$ cat config.mk
export PLATFORM = sky130hd
export DESIGN_NAME = tube_scroll_flat
export DESIGN_NICKNAME = d
export VERILOG_FILES = /design/src/rtl/tube_scroll_if.sv /design/src/rtl/tube_scroll.sv /design/src/flat_wrapper.sv
export SDC_FILE = /design/constraint.sdc
export NUM_CORES = 1
export LEC_CHECK = 0
export ABC_AREA = 1
export BUFFER_PORTS_ARGS = -buffer_cell sky130_fd_sc_hd__buf_2
export CORE_ASPECT_RATIO = 0.9
export CORE_UTILIZATION = 31
export CTS_BUF_LIST = sky130_fd_sc_hd__clkbuf_4
export DETAILED_ROUTE_END_ITERATION = 7
export HOLD_SLACK_MARGIN = 0.03
export PLACE_DENSITY = 0.55
export SYNTH_ARGS = -nofsm -noshare
export SYNTH_HDL_FRONTEND = slang
export SYNTH_SLANG_ARGS = --single-unit
$ cat constraint.sdc
create_clock -name clk -period 2 [get_ports clk]
set_clock_uncertainty 0.2 [all_clocks]
set_input_delay 0.2 -clock clk [delete_from_list [all_inputs] [get_ports clk]]
set_output_delay 0.2 -clock clk [all_outputs]
set_load 0.05 [all_outputs]
$ cat src/rtl/tube_scroll_if.sv
// ----------------------------------------------------------------------------
// tube_scroll_if
//   Groups the tube_scroll controls and display outputs into one bundle.
//   Clock and reset stay plain ports on the design.
//
//   Signals
//     SW1       fast-speed select (highest priority)
//     SW2       impossible-speed select (ignored when SW1=1)
//     start     single-cycle restart request
//     col_in    new tube column, bit r = row r
//     bird_row  bird row, 0 = bottom, 15 = top
//     grid_o    16x16 display, bit (16*r + c) = row r, column c
//     line_o    top row (row 15), bit c = column c
//     tick_o    one-cycle pulse per scroll step
//     game_over high while the game is over
//     score     tubes passed
//
//   Modports
//     master  drives the controls, observes the display (generator / bench)
//     slave   the scroller itself
// ----------------------------------------------------------------------------
interface tube_scroll_if;
    logic         SW1;
    logic         SW2;
    logic         start;
    logic [15:0]  col_in;
    logic [3:0]   bird_row;
    logic [255:0] grid_o;
    logic [15:0]  line_o;
    logic         tick_o;
    logic         game_over;
    logic [7:0]   score;

    modport master (
        output SW1, SW2, start, col_in, bird_row,
        input  grid_o, line_o, tick_o, game_over, score
    );

    modport slave (
        input  SW1, SW2, start, col_in, bird_row,
        output grid_o, line_o, tick_o, game_over, score
    );
endinterface

$ cat src/rtl/tube_scroll.sv
// ----------------------------------------------------------------------------
// tube_scroll
//   Scrolls a 16x16 tube grid one column per step toward the high column
//   index, loading a fresh column at column 0 on each step. A bird sits at
//   the fixed column BIRD_COL; hitting a lit cell ends the game, passing a
//   tube scores a point. Step rate is selected by SW1/SW2.
//
//   Ports
//     clk      sole clock, rising edge
//     reset_n  asynchronous active-low reset
//     bus      tube_scroll_if.slave (controls in, display/status out)
//
//   Optional feature
//     TUBE_SCORE_EN  defined: 8-bit saturating score counter is built.
//                    undefined: score is tied to 0, no score register.
//
//   state | meaning
//   ------+-----------------------------------------------------------
//   RUN   | counting cycles, scrolling on each tick, checking the bird
//   OVER  | bird hit a tube; grid, counter and score frozen until start
// ----------------------------------------------------------------------------
module tube_scroll #(
    parameter int TICK_NORM = 8,
    parameter int TICK_FAST = 4,
    parameter int TICK_IMP  = 2,
    parameter int BIRD_COL  = 12
) (
    input  logic         clk,
    input  logic         reset_n,
    tube_scroll_if.slave bus
);

    localparam logic [0:0]  ST_RUN  = 1'b0;
    localparam logic [0:0]  ST_OVER = 1'b1;

    localparam logic [23:0] PER_NORM_M1 = 24'(TICK_NORM - 1);
    localparam logic [23:0] PER_FAST_M1 = 24'(TICK_FAST - 1);
    localparam logic [23:0] PER_IMP_M1  = 24'(TICK_IMP - 1);
    localparam logic [3:0]  BIRD_C      = 4'(BIRD_COL);

    logic [0:0]   state_q, state_d;
    logic [23:0]  cnt_q, cnt_d;
    logic [255:0] grid_q, grid_d;
    logic         tick_q, tick_d;

    logic [23:0]  period_m1;
    logic         in_run;
    logic         tick_due;
    logic         collide;

    // Speed select is combinational so a change applies to the running count.
    always_comb begin
        period_m1 = PER_NORM_M1;
        if (bus.SW1) begin
            period_m1 = PER_FAST_M1;
        end else if (bus.SW2) begin
            period_m1 = PER_IMP_M1;
        end
    end

    assign in_run   = (state_q == ST_RUN);
    assign tick_due = in_run && (cnt_q >= period_m1);
    // {row, col} is exactly the flat index 16*row + col.
    assign collide  = in_run && grid_q[{bus.bird_row, BIRD_C}];

    // A collision freezes everything at that edge, so the grid shown in OVER
    // is the one the bird actually hit and no tick pulse leaks into OVER.
    always_comb begin
        state_d = state_q;
        cnt_d   = cnt_q;
        grid_d  = grid_q;
        tick_d  = 1'b0;
        if (bus.start) begin
            state_d = ST_RUN;
            cnt_d   = '0;
            grid_d  = '0;
        end else if (in_run) begin
            if (collide) begin
                state_d = ST_OVER;
            end else if (tick_due) begin
                cnt_d  = '0;
                tick_d = 1'b1;
                for (int r = 0; r < 16; r++) begin
                    grid_d[16*r +: 16] = {grid_q[16*r +: 15], bus.col_in[r]};
                end
            end else begin
                cnt_d = cnt_q + 24'd1;
            end
        end
    end

    always_ff @(posedge clk or negedge reset_n) begin
        if (!reset_n) begin
            state_q <= ST_RUN;
            cnt_q   <= '0;
            grid_q  <= '0;
            tick_q  <= 1'b0;
        end else begin
            state_q <= state_d;
            cnt_q   <= cnt_d;
            grid_q  <= grid_d;
            tick_q  <= tick_d;
        end
    end

    assign bus.grid_o    = grid_q;
    assign bus.line_o    = grid_q[255:240];
    assign bus.tick_o    = tick_q;
    assign bus.game_over = (state_q == ST_OVER);

`ifdef TUBE_SCORE_EN
    logic [7:0]  score_q, score_d;
    logic [15:0] bird_col_bits;

    // Column BIRD_COL before the shift is column BIRD_COL+1 after it.
    always_comb begin
        bird_col_bits = '0;
        for (int r = 0; r < 16; r++) begin
            bird_col_bits[r] = grid_q[16*r + BIRD_COL];
        end
    end

    always_comb begin
        score_d = score_q;
        if (bus.start) begin
            score_d = '0;
        end else if (tick_due && !collide && (|bird_col_bits) && (score_q != 8'hFF)) begin
            score_d = score_q + 8'd1;
        end
    end

    always_ff @(posedge clk or negedge reset_n) begin
        if (!reset_n) begin
            score_q <= '0;
        end else begin
            score_q <= score_d;
        end
    end

    assign bus.score = score_q;
`else
    assign bus.score = '0;
`endif

endmodule

$ cat src/flat_wrapper.sv
// flat-port wrapper written by rule: the top's interface ports become plain ports
module tube_scroll_flat 
#(
    parameter int TICK_NORM = 8,
    parameter int TICK_FAST = 4,
    parameter int TICK_IMP  = 2,
    parameter int BIRD_COL  = 12
)
  (clk, reset_n, bus_SW1, bus_SW2, bus_start, bus_col_in, bus_bird_row, bus_grid_o, bus_line_o, bus_tick_o, bus_game_over, bus_score);
  tube_scroll_if bus_i ();
  input  logic clk;
  input  logic reset_n;
  input wire logic [$bits(bus_i.SW1)-1:0] bus_SW1;
  input wire logic [$bits(bus_i.SW2)-1:0] bus_SW2;
  input wire logic [$bits(bus_i.start)-1:0] bus_start;
  input wire logic [$bits(bus_i.col_in)-1:0] bus_col_in;
  input wire logic [$bits(bus_i.bird_row)-1:0] bus_bird_row;
  output wire logic [$bits(bus_i.grid_o)-1:0] bus_grid_o;
  output wire logic [$bits(bus_i.line_o)-1:0] bus_line_o;
  output wire logic [$bits(bus_i.tick_o)-1:0] bus_tick_o;
  output wire logic [$bits(bus_i.game_over)-1:0] bus_game_over;
  output wire logic [$bits(bus_i.score)-1:0] bus_score;
  assign bus_i.SW1 = bus_SW1;
  assign bus_i.SW2 = bus_SW2;
  assign bus_i.start = bus_start;
  assign bus_i.col_in = bus_col_in;
  assign bus_i.bird_row = bus_bird_row;
  assign bus_grid_o = bus_i.grid_o;
  assign bus_line_o = bus_i.line_o;
  assign bus_tick_o = bus_i.tick_o;
  assign bus_game_over = bus_i.game_over;
  assign bus_score = bus_i.score;
  tube_scroll #(.TICK_NORM(TICK_NORM), .TICK_FAST(TICK_FAST), .TICK_IMP(TICK_IMP), .BIRD_COL(BIRD_COL)) u_core (.clk(clk), .reset_n(reset_n), .bus(bus_i));
endmodule
==> summary.md, run 1 <==
| Metric | Value |
|---|---|
| Internal power | 0.0102 W |
| CP max FO | 7 |
| Post-route ant nets | 0 |
| Drt first-iter violations | 916 |
| Die area | 44,800 um2 |
| CTS tree | done |
| Avg Cell Area, Syn | 7.41 um2 |
| Via/cell ratio | 4.59 |
| Seq pwr share | 0.393 |
| Grt total ovfl | 0 |
| Worst Path Arrival | 2.69 ns |
| Largest net degree at the start of global routing | 78 |
| Combinational share of power | 0.259 |
| Filler Cells Inserted | 4,321 |
| Initial core utilization | 0.316 |
| Synth Register Bits | 282 |
| Max stage delay on crit path | 0.54 ns |
| Clk Latency, worst-skew pair | 0.80 ns |
| Clock Path Buffers | 3 |
| Cell row count | 72 |
| Mapped Area | 13,600 um2 |
| Hold Crit Class | reg -> reg |
| Required @ worst endpoint | 2.45 ns |
| Io pins | 307 |
| Reg-to-reg slack, setup | -0.18 ns |
| Cell chain of the critical path | dlygate4sd3_1, buf_2, or2_2, ha_2, nor2_1, nand2_1, nor2_1, nand2_1, nor2_4, nor2_4, nand3_4, buf_6, nand2_8, clkbuf_16, nand2_2, nand2_1 |
| Core Region | 43,200 um2 |
| Fmax | 446 MHz |
| All-Layer GR Usage | 0.178 |
| Unrepaired setup endpoints after global routing | true |
| Fin area | 19,300 um2 |
| Nets | 2,297 |
| CTS root buf | clkbuf_4 |
| Status | complete, but fails checks |
| Max Cap Viol | 0 |
| Final worst setup slack | -0.241 ns |
| Failing checks | negative setup slack |
| P_sw | 0.00520 W |
| Yosys warning count | 0 |
| Delay-heaviest family, CP | simple AND/OR/NAND/NOR gates |
| Crit path max-delay cell type | dlygate4sd3_1 |
| Syn Inst Count | 1,839 |
| Via Count | 13,200 |
| Critical path launch point type | primary input |
| Non-filler cells, final | 2,876 |
| DP Area | 15,900 um2 |
| Crit share post-route | 1.12 |
| Synth cell types | 23 |
| Total clock sinks | 282 |
| Commonest cells after routing, fill and taps aside | nand2_1 (431), nor2_1 (294), inv_1 (282) |
| Fin. Hold Viols | 0 |
| Setup CP Type | in -> reg |
| Initial antenna violation count | 3 |
| Min cycle time layout | 2.24 ns |
| Half-perimeter wire length after placement | 24,500 um |
| Util after Layout | 0.448 |
| Die H | 201 um |
| Vias in the first global route | 11,900 |
| H-Tree Depth | 3 |
| Crit path top cell by count | nand2_1 |
| Peak VDD IR | 0.418 mV |
| Share of layout cells above drive strength 1 | 0.295 |
| Final setup viols | 257 |
| Routability cong. | 0.792 |
| Layout area overhead | 41.8% |
| Buffers on Ports | 298 |
| Placed insts | 2,622 |
| WL/cell | 16.0 um |
| Pwr Density | 796 nW/um2 |
| DR pass1 iterations | 5 |
| Crit. End Element | flip-flop |
| First-pass GRT wire length | 64,100 um |
| Switching Share | 0.338 |
| DRC Markers | 0 |
| Clock Power Share | 0.347 |
| Sequential share of the synthesized area | 0.518 |
| DRT Wirelength | 45,900 um |
| Static leakage | 11.0 nW |
| Clock-pin slew on the worst setup and hold paths | 0.06 ns |
| Number of CTS-inserted buffers | 83 |
| Max-slew violations | 0 |
| Buffers plus inverters on the worst setup path | 4 |
| Commonest non-fill, non-tap cell in the layout | nand2_1 |
| Die Span X | 223 um |
==> sequential cells by signal, indices dropped and copies added (netlist names) <==
register	count
u_core.cnt_q	24
u_core.bus.game_over	1
u_core.bus.grid_o	256
u_core.bus.tick_o	1
==> worst register-to-register path, cell delays in order (launching register included) <==
cell and delay (ns):
dfrtp_1 0.39, ha_2 0.18, nor2_1 0.08, nand2_1 0.06, nor2_1 0.09, nand2_1 0.09, nor2_4 0.16, nor2_4 0.06
nand3_4 0.14, buf_6 0.16, nand2_8 0.13, clkbuf_16 0.25, nand2_2 0.06, nand2_1 0.04
==> final timing paths <==
| kind | startpoint | endpoint | cells past startpoint |
|---|---|---|---|
| worst max register to register | u_core.cnt_q[2] | u_core.bus.grid_o[70] | 13 |
| worst min register to register | u_core.cnt_q[19] | u_core.cnt_q[19] | 2 |
| min in group asynchronous | reset_n | u_core.bus.grid_o[31] | 4 |
| worst min-delay path | u_core.cnt_q[19] | u_core.cnt_q[19] | 2 |
| max in group asynchronous | reset_n | u_core.cnt_q[2] | 4 |
| worst max-delay path | bus_SW2 | u_core.bus.grid_o[70] | 16 |
==> synthesized netlist by cell type <==
library cell,instances,area share
dfrtp_1,282,0.52
buf_4,45,0.025
nor2_1,295,0.081
nor2_2,1,0.00046
or2_2,1,0.00046
inv_4,1,0.00046
nand3_2,2,0.0015
o21ai_0,2,0.00073
buf_1,2,0.00055
inv_1,283,0.078
xnor2_1,1,0.00064
buf_2,28,0.010
xor2_1,1,0.00064
nand2_1,548,0.15
buf_6,12,0.0099
nand2_4,1,0.00083
nor3_1,1,0.00037
ha_1,3,0.0028
nand3_1,273,0.10
nand3b_1,1,0.00055
clkbuf_1,54,0.015
conb_1,1,0.00028
nand3_4,1,0.0013
==> cell type report <==
type,instances,area (um2),share of cell area
antenna,6,15.0,0.000777
clock buffer,116,871,0.0451
clock inverter,15,87.6,0.00453
inverter,284,1080,0.0557
multi-input combinational,1144,5350,0.277
sequential,282,7060,0.365
tap,555,694,0.0359
timing repair buffer,474,4170,0.216
==> power groups by stage <==
stage	registers, W	logic [W]	clock network, W
3_5_place_dp	0.00614	0.00271	0
4_1_cts	0.00604	0.00285	0.00555
2_1_floorplan	0.00671	0.00121	0
5_1_grt	0.00606	0.00421	0.00586
6_report	0.00605	0.00399	0.00534
3_3_place_gp	0.00613	0.00271	0
==> through the flow <==
step	total power (W)	hold slack, ns	TNS (ns)	setup WS, ns
global route	0.0161	0.228	-62.91	-0.290
global placement	0.00884	0.0178	-71.72	-0.328
detailed placement	0.00885	0.0176	-74.94	-0.366
CTS	0.0144	0.147	-28.28	-0.147
finish	0.0154	0.294	-48.42	-0.241
floorplan	0.00792	-0.296	0	0.0214
==> repair_timing <==
item	in CTS	in global routing
hold endpoints to repair	564	0
endpoints found under the setup margin	278	280
buffers inserted	0	7
hold buffers	58	0
cloned	1	51
pin swaps	0	18
gates resized for setup	9	226
==> kinds of logic (layout without fill, tap and decap cells) <==
kind of cell             after synthesis  after routing  share of synthesized area
other                                  1             14                   0.000275
AND/OR/NAND/NOR                     1124           1129                      0.338
buffers and inverters                425            889                      0.139
AO/OA/AOI/OAI                          2              2                   0.000735
flip-flops                           282            282                      0.518
XOR/XNOR                               2              2                    0.00129
adder cells (fa/ha/maj)                3              3                    0.00276
==> layer usage <==
layer | global-route usage | vias to the layer above | wire, um
met1 | 0.240 | 6330 | 20600
met3 | 0.0549 | 84 | 3030
met2 | 0.266 | 414 | 21200
li1 | - | 6381 | -
met4 | 0.0667 | 0 | 1100
met5 | 0 | - | 0
Power figures use the tool's default switching activity.
==> run 2: changes to the inputs <==
ABC_AREA = default   (was 1)
PLACE_DENSITY = 0.56   (was 0.55)
SLEW_MARGIN = 20   (was default)
==> run 2 against run 1 <==
Net effect: the run still ends with negative setup slack left; non-clock buffer count is 15 lower; clock power hardly changed; first-iteration DRC count down 55%; final cell count is 29% lower; highest routed layer unchanged.
==> summary.md, run 2 <==
| Metric | Value |
|---|---|
| Status | complete, but fails checks |
| Crit. End Element | flip-flop |
| Final worst setup slack | -0.495 ns |
| Static leakage | 8.42 nW |
| Synth area leader | dfrtp_1 |
| Most instantiated library cell after synthesis | dfrtp_1 |
| Commonest cells in the netlist | dfrtp_1 (282), nand2b_1 (276), mux2i_1 (256) |
| Routability cong. | 0.743 |
| Share of the synthesized area in the top cell type | 0.571 |
| Leading post-synthesis cells by cell area | dfrtp_1 (57%), mux2i_1 (21%), nand2b_1 (14%), buf_4 (1.6%), and2_1 (1.0%) |
| Buffers on Ports | 298 |
| Layout area overhead | 40.0% |
| Sequential share of the synthesized area | 0.571 |
| CTS root buf | clkbuf_4 |
| Synth cell types | 32 |
| Share of layout cells above drive strength 1 | 0.385 |
| H-Tree Depth | 3 |
| Max stage delay on crit path | 0.48 ns |
| Grt total ovfl | 0 |
| Setup CP Type | reg -> reg |
| Hold Crit Class | in -> reg |
| Initial antenna violation count | 2 |
| Drt first-iter violations | 409 |
| Total clock sinks | 282 |
| Crit path from | u_core.bus.grid_o[44] |
| DRC Markers | 0 |
| Ys async rst share | 1.00 |
| Die area | 40,700 um2 |
| Buffers plus inverters on the worst setup path | 3 |
| Syn Inst Count | 971 |
| Fmax | 401 MHz |
| Synth Register Bits | 282 |
| Top_reg_cell synth | dfrtp_1 |
| Cell chain of the critical path | mux4_2, a22oi_2, o211ai_2, nor2_4, buf_4, buf_12, buf_8, mux2i_4 |
| CP max FO | 7 |
| Delay-heaviest family, CP | multiplexers |
| Final setup viols | 281 |
| Number of CTS-inserted buffers | 79 |
| Fin area | 17,300 um2 |
| R2r worst-path depth | 8 |
| Required @ worst endpoint | 2.47 ns |
| Pwr Density | 822 nW/um2 |
| Reg-to-reg slack, setup | -0.49 ns |
| Commonest non-fill, non-tap cell in the layout | buf_2 |
| Crit path max-delay cell type | mux4_2 |
| Slew @ Worst Pin | 0.567 ns |
| All-Layer GR Usage | 0.157 |
| Worst Path Arrival | 2.97 ns |
| Via/cell ratio | 4.37 |
| Unrepaired setup endpoints after global routing | true |
| Critical path launch point type | flip-flop |
| Commonest cells after routing, fill and taps aside | buf_2 (282), nand2b_1 (275), dfrtp_1 (269) |
| Max-slew headroom | 0.622 |
| Fin. Hold Viols | 0 |
| Clk Latency, worst-skew pair | 0.79 ns |
| Crit share post-route | 1.25 |
| DRT Wirelength | 32,700 um |
| Yosys warning count | 0 |
| WL/cell | 16.1 um |
| Cell row count | 69 |
| Largest net degree at the start of global routing | 110 |
| Clock-pin slew on the worst setup and hold paths | 0.07 ns |
| Die H | 191 um |
| TNS Setup | -104.29 ns |
| First-pass GRT wire length | 49,700 um |
| Initial core utilization | 0.314 |
| Vias in the first global route | 9,158 |
| Die Span X | 213 um |
| Crit path to | u_core.bus.grid_o[124] |
| EDFF count, synth | 0 |
| Max reg flops | 256 |
| Max Cap Viol | 0 |
| Max-slew violations | 0 |
| Post-route ant nets | 0 |
| Peak VDD IR | 0.435 mV |
| CTS tree | done |
| Failing checks | negative setup slack |
| Mapped Area | 12,400 um2 |
| Filler Cells Inserted | 3,753 |
| Io pins | 307 |
| RR Endpoint | u_core.bus.grid_o[124] |
| Min cycle time layout | 2.49 ns |
| Nets | 1,461 |
| Clock Path Buffers | 3 |
| Worst r2r src | u_core.bus.grid_o[44] |
| Avg Cell Area, Syn | 12.7 um2 |
| Via Count | 8,859 |
| DR pass1 iterations | 4 |
| Half-perimeter wire length after placement | 20,900 um |
| Core Region | 39,400 um2 |
| CP Depth | 8 |
| DP Area | 14,800 um2 |
-- run 2: cell types whose count changed after synthesis, moves of 256 or more --
cell,delta
nand2_1,-543
nor2_1,-291
inv_1,-280
nand2b_1,+276
nand3_1,-272
mux2i_1,+256
-- run 2: power breakdown --
part,switching [W],internal [W]
clock,0.00252,0.00284
combinational,0.00141,0.00166
sequential,0.0000363,0.00577
-- run 2: worst register-to-register path, cell delays in order (launching register included) --
cell	delay, ns
dfrtp_2	0.43
mux4_2	0.48
a22oi_2	0.22
o211ai_2	0.16
nor2_4	0.16
buf_4	0.18
buf_12	0.17
buf_8	0.15
mux2i_4	0.24
-- run 2: per-layer routing --
layer | up-vias | GRT usage | part of all wire
met4 | 0 | 0.0614 | 0.022
met5 | - | 0 | 0
met3 | 61 | 0.0573 | 0.066
met1 | 4343 | 0.205 | 0.46
li1 | 4219 | - | -
met2 | 236 | 0.235 | 0.45
-- run 2: kinds of logic (layout without fill, tap and decap cells) --
logic type	Yosys count	in the layout	synth area share
AND/OR/NAND/NOR	322	322	0.161
flip-flops	282	282	0.571
multiplexers	261	261	0.215
buffers and inverters	88	602	0.0425
AO/OA/AOI/OAI	14	14	0.00759
adder cells (fa/ha/maj)	3	3	0.00304
other	1	13	0.000303
-- run 2: layout make-up --
type / instances / area (um2) / share of cell area
flip-flops and latches: 282 / 7070 / 0.409
multi-input cells: 608 / 4920 / 0.284
repair buffers: 459 / 3630 / 0.209
clock buffers: 119 / 893 / 0.0516
well taps: 532 / 666 / 0.0384
clock inverters: 21 / 110 / 0.00636
diodes: 5 / 12.5 / 0.000723
inverters: 3 / 11.3 / 0.000650
-- run 2: how the worst min path moves through the flow --
stage                          startpoint                      to  slack [ns]  depth (start not counted)
final                     bus_bird_row[1]    u_core.bus.game_over        0.14                          5
after global routing            bus_start         u_core.cnt_q[1]        0.08                          4
after CTS                         bus_SW2         u_core.cnt_q[3]        0.03                          7
after detailed placement          reset_n  u_core.bus.grid_o[161]       -0.03                          1
after global placement            reset_n  u_core.bus.grid_o[161]       -0.03                          1
after floorplan                   reset_n    u_core.bus.game_over       -0.30                          0
-- run 2: through the flow --
stage	hold slack [ns]	power, W	setup WS (ns)	util	cells
after floorplan	-0.296	0.00749	-0.382	-	978
after CTS	0.0344	0.0142	-0.541	0.428	2007
after global placement	-0.0268	0.00809	-0.607	0.376	1790
after detailed placement	-0.0299	0.00810	-0.547	0.376	1790
after global routing	0.0809	0.0149	-0.570	0.440	2029
final	0.143	0.0142	-0.495	0.440	2029
-- run 2: repair_timing --
action,4_1_cts,5_1_grt
endpoints found under the hold margin,524,0
hold buffers,54,0
pin swaps,3,5
setup endpoints to repair,295,296
gates cloned,7,6
gates resized for setup,32,84
buffers inserted,16,14
